## config.mk

```make
export PLATFORM = sky130hd
export DESIGN_NAME = bitcoin_result_scan
export DESIGN_NICKNAME = d
export VERILOG_FILES = /design/src/rtl/bitcoin_result_scan.sv
export SDC_FILE = /design/constraint.sdc
export NUM_CORES = 1
export LEC_CHECK = 0
export CAP_MARGIN = 20
export CORE_MARGIN = 3
export CORE_UTILIZATION = 42
export DETAILED_ROUTE_END_ITERATION = 7
export PLACE_DENSITY = 0.68
export SYNTH_ARGS = -nofsm -noshare
export SYNTH_HDL_FRONTEND = slang
export SYNTH_SLANG_ARGS = --single-unit
```

## constraint.sdc

```tcl
create_clock -name clk -period 2.55 [get_ports clk]
set_input_delay 0.51 -clock clk [delete_from_list [all_inputs] [get_ports clk]]
set_output_delay 0.51 -clock clk [all_outputs]
set_load 0.01 [all_outputs]
```

## src/rtl/bitcoin_result_scan.sv

```systemverilog
// rtl/bitcoin_result_scan.sv - scans nonce hash results in memory for target hits and minimum, writes a summary word
//
// Reads NUM_NONCES consecutive 32-bit result words starting at output_addr over
// a single-port synchronous memory (two-edge read latency), counts the words
// strictly below target, tracks the minimum word and its index, then writes one
// summary word at output_addr + NUM_NONCES and pulses done for one cycle.
//
// Ports:
//   clk, reset_n          clock, asynchronous active-low reset
//   start                 start request, sampled only when idle
//   output_addr[15:0]     base address of the result array, sampled on start
//   target[31:0]          unsigned hit threshold, sampled on start
//   done                  one-cycle completion pulse
//   found                 at least one word below target
//   hit_count[7:0]        number of words below target
//   best_nonce[7:0]       index of the minimum word (lowest index on ties)
//   best_hash[31:0]       value of the minimum word
//   mem_clk               memory clock, identical to clk
//   mem_we                memory write enable
//   mem_addr[15:0]        memory address
//   mem_write_data[31:0]  memory write data
//   mem_read_data[31:0]   memory read data

module bitcoin_result_scan #(
    parameter int NUM_NONCES = 16
) (
    input  logic        clk,
    input  logic        reset_n,
    input  logic        start,
    input  logic [15:0] output_addr,
    input  logic [31:0] target,
    output logic        done,
    output logic        found,
    output logic [7:0]  hit_count,
    output logic [7:0]  best_nonce,
    output logic [31:0] best_hash,
    output logic        mem_clk,
    output logic        mem_we,
    output logic [15:0] mem_addr,
    output logic [31:0] mem_write_data,
    input  logic [31:0] mem_read_data
);

    typedef enum logic [1:0] {
        IDLE = 2'd0,
        READ = 2'd1,
        WB   = 2'd2,
        FIN  = 2'd3
    } state_t;

    localparam logic [7:0]  NUM_W   = 8'(NUM_NONCES);
    localparam logic [7:0]  LAST_W  = 8'(NUM_NONCES - 1);
    localparam logic [15:0] WB_OFFS = 16'(NUM_NONCES);

    state_t      state;
    logic [15:0] base_q;
    logic [31:0] target_q;
    logic [7:0]  issue_cnt;
    logic [7:0]  cap_cnt;
    // Read data lags the address by two edges, so the first READ edge has
    // nothing to capture yet; this flag marks that the pipeline is filled.
    logic        primed;

    logic        word_hit;
    logic        word_better;

    assign mem_clk = clk;

    // Index 0 always seeds the minimum; later words must be strictly smaller
    // so that ties keep the lowest index.
    assign word_hit    = (mem_read_data < target_q);
    assign word_better = (cap_cnt == 8'd0) || (mem_read_data < best_hash);

    always_ff @(posedge clk or negedge reset_n) begin
        if (!reset_n) begin
            state          <= IDLE;
            base_q         <= 16'd0;
            target_q       <= 32'd0;
            issue_cnt      <= 8'd0;
            cap_cnt        <= 8'd0;
            primed         <= 1'b0;
            done           <= 1'b0;
            found          <= 1'b0;
            hit_count      <= 8'd0;
            best_nonce     <= 8'd0;
            best_hash      <= 32'd0;
            mem_we         <= 1'b0;
            mem_addr       <= 16'd0;
            mem_write_data <= 32'd0;
        end else begin
            done <= 1'b0;
            case (state)
                IDLE: begin
                    if (start) begin
                        base_q     <= output_addr;
                        target_q   <= target;
                        mem_addr   <= output_addr;
                        mem_we     <= 1'b0;
                        hit_count  <= 8'd0;
                        found      <= 1'b0;
                        best_nonce <= 8'd0;
                        best_hash  <= 32'd0;
                        issue_cnt  <= 8'd1;
                        cap_cnt    <= 8'd0;
                        primed     <= 1'b0;
                        state      <= READ;
                    end
                end

                READ: begin
                    // Address side: one new address per cycle, wrapping mod 2^16.
                    if (issue_cnt < NUM_W) begin
                        mem_addr  <= base_q + {8'd0, issue_cnt};
                        issue_cnt <= issue_cnt + 8'd1;
                    end

                    // Capture side: starts one edge after entering READ.
                    if (primed) begin
                        if (word_hit) begin
                            hit_count <= hit_count + 8'd1;
                            found     <= 1'b1;
                        end
                        if (word_better) begin
                            best_hash  <= mem_read_data;
                            best_nonce <= cap_cnt;
                        end
                        cap_cnt <= cap_cnt + 8'd1;
                        if (cap_cnt == LAST_W) begin
                            state <= WB;
                        end
                    end else begin
                        primed <= 1'b1;
                    end
                end

                WB: begin
                    // Result registers already hold the last capture here.
                    mem_we         <= 1'b1;
                    mem_addr       <= base_q + WB_OFFS;
                    mem_write_data <= {found, 7'd0, hit_count, 8'd0, best_nonce};
                    state          <= FIN;
                end

                FIN: begin
                    mem_we <= 1'b0;
                    done   <= 1'b1;
                    state  <= IDLE;
                end

                default: begin
                    state <= IDLE;
                end
            endcase
        end
    end

endmodule

```

==> impl_results.md, run 1 <==
* Status: finished clean
* Final setup vio count at 0
* Post-synth EDFFs at 0
* Routed Antenna Nets at 0
* First-pass GRT wire length at 35200 µm
* Mapped Cells at between 800 and 900
* Cell variety after synth at 55
* PortBufs at between 150 and 200
* Post-Layout Inst Area at roughly 12000 µm²
* Pwr Density at about 1300 nW/µm²
* Area of placed instances at 10900 µm²
* Ports at ~180
* CTS tree: done
* First-pass iteration count of the detailed router at 5
* Nets@finish at 1206
* Power Total at around 0.015 W
* Min cycle time layout at 2520 ps
* DR WL/cell at 17.1 µm
* Largest net degree at the start of global routing at 55
* Die W at approximately 150 µm
* Core area at 19800 µm²
* Vias in the first global route at 7055
* CP Data Required Time at 2960 ps
* GRT overflow at 0
* Mean Syn Cell Area at between 10 and 15 µm²
* Most frequent cells in the layout: 158 x clkdlybuf4s50_1, 150 x dfrtp_1, 79 x inv_1
* Most common cell after layout, fill and taps aside: clkdlybuf4s50_1
* DIE AREA at roughly 22000 µm²
* Routed WL at approximately 23000 µm
* Die height at ~150 µm
* P&R area growth vs syn at 39.5%
* Worst-path clk slew at about 60 ps
* Worst EP arrival at between 2000 and 3000 ps
* Final Hold Fails at 0
* Share of post-route cells with drive strength above 1 at about a fifth
* Synthesis Warnings at 0
* DRT iter0 DRCs at approximately 280
* Leak at approximately 5.6 nW
* Hold WC Path Type: input port to register
* Critical Path Source Type: input port
* Sequential-to-total area share from yosys stat at 43.9%
* Max Clk Rate at between 300 and 400 MHz
* Post-synth top flop: dfrtp_1
* Initial antenna violation count at 0
* WS Path Type: input port to register
* Clk_skew at roughly 8.4 ps
* End-of-flow core utilization at 60.7%
* Pre-CTS WS at -759 ps
* Placement Rows at between 50 and 60
* GRT Resource Usage Total at about a fifth
* GPL Wtd Cong at a little over 0.8
* FFs w/ async S/R, synth at between 90% and 100%
* Synth Register Bits at around 150
* Worst slew margin at approximately 50%
* Starting density of the core at between 40% and 50%
* Slew Viols, Final at 0
* CP Capture Type: register
* Critical path fanouts, max at 17
* # DRC at 0
* Peak supply drop at between 0.6 and 0.7 mV
* Vias/cell at between 5 and 6
* Worst-Margin Slew at 745 ps
* Final period utilization at a little over nine tenths
* Routed via count at approximately 7000
* Setup WS post-layout at around 27 ps
* Half-perimeter wire length after placement at 15600 µm
* Mapped Area at approximately 8600 µm²
* Maximum Capacitance Violations at 0
* Latest clock arrival within the worst-skew pair at ~530 ps
* Setup TNS Final at 0 ps
## worst paths after layout
check                                 start       endpoint  slack (ps)  cells after the start
hold / removal             mem_read_data[6]   best_hash[6]         360                      3
setup / recovery           mem_read_data[5]  best_hash[14]          30                     11
min in group asynchronous           reset_n   best_hash[9]         510                      2
hold reg to reg                 mem_addr[3]    mem_addr[3]         480                      2
max in group asynchronous           reset_n    mem_addr[5]        1370                      3
setup reg to reg              best_hash[21]  best_hash[31]         100                     12
## sequential cells by signal (all words and copies together) (netlist names), 2 cells and up
| signal | flops |
|---|---|
| hit_count | 8 |
| state | 2 |
| best_hash | 32 |
| cap_cnt | 8 |
| best_nonce | 8 |
| target_q | 32 |
| base_q | 16 |
| mem_write_data | 17 |
| issue_cnt | 8 |
| mem_addr | 16 |
## metrics by stage
stage / hold WS (ps) / cells
after floorplan: 214 / 838
after global routing: 344 / 1320
final: 355 / 1321
after CTS: 484 / 1313
after detailed placement: 470 / 1277
after global placement: 468 / 1277
## layout make-up
| class | instances | area (µm²) |
|---|---|---|
| antenna | 1 | 2.50 |
| clock buffer | 23 | 518 |
| clock inverter | 13 | 218 |
| fill | 1660 | 7780 |
| inverter | 80 | 300 |
| multi-input combinational | 555 | 4530 |
| sequential | 151 | 3780 |
| tap | 265 | 332 |
| timing repair buffer | 233 | 2320 |
## synthesized netlist by cell type (all sizes together), types with 4 or more instances
cell type	instances	share of area [%]
nand3	11	0.64
and3	10	0.73
xor2	11	1.1
ha	80	12
clkbuf	17	0.74
mux2	67	8.8
dfrtp	151	44
inv	80	3.5
a22o	44	4.5
nor2	41	1.8
nand4	23	1.7
a31oi	9	0.65
nand2	49	2.2
a211oi	5	0.64
buf	35	2.7
a21oi	39	2.3
o21a	4	0.35
a221oi	13	1.5
xnor2	15	1.5
and4	4	0.41
o31ai	5	0.44
o21ai	39	2.3
nor3	15	0.87
a21o	21	1.8
## logic make-up after synthesis
| group | share of synthesized area, % |
|---|---|
| flops | 43.9 |
| compound gates | 16.0 |
| fa+ha+maj | 11.9 |
| simple gates | 9.84 |
| mux | 8.77 |
| other cells | 0.0436 |
| buf+inv | 6.95 |
| xor+xnor | 2.65 |
## repair_timing
item                       in CTS  in global routing
buffers inserted                0                  3
cloned                          0                  4
resized for setup               7                 44
pin swaps                       0                 19
hold buffers                    1                  0
hold endpoints to repair       51                  0
setup endpoints to repair      10                 52
## power by group
part	internal [W]	switching, W	total [W]
Combinational	0.00406	0.00400	0.00805
Sequential	0.00342	0.000837	0.00426
Clock	0.00198	0.00108	0.00306
Total	0.00945	0.00591	0.0154
## worst max-delay path, stage by stage
cell and delay [ps]:
clkdlybuf4s50_1 420, buf_4 160, ha_4 260, nand4_1 100, or3_1 390, a21oi_2 200, a211oi_2 70, buf_4 160
o211a_4 260, clkbuf_16 190, a22o_1 200
## routing by layer
metal  up-vias  wire [µm]  global-route usage [%]
met5         -          0                       0
met4         0        362                    5.72
met3        27       1020                    4.86
met2       153      11400                    33.7
met1      3474       9830                    25.3
li1       3372          -                       -
(Power assumes the default switching activity.)
==> run 2, diff against run 1 <==
- SLEW_MARGIN: unset -> 30
==> results of run 2 <==
Same layout as run 1: the final DEF is identical, and so are final timing and power.
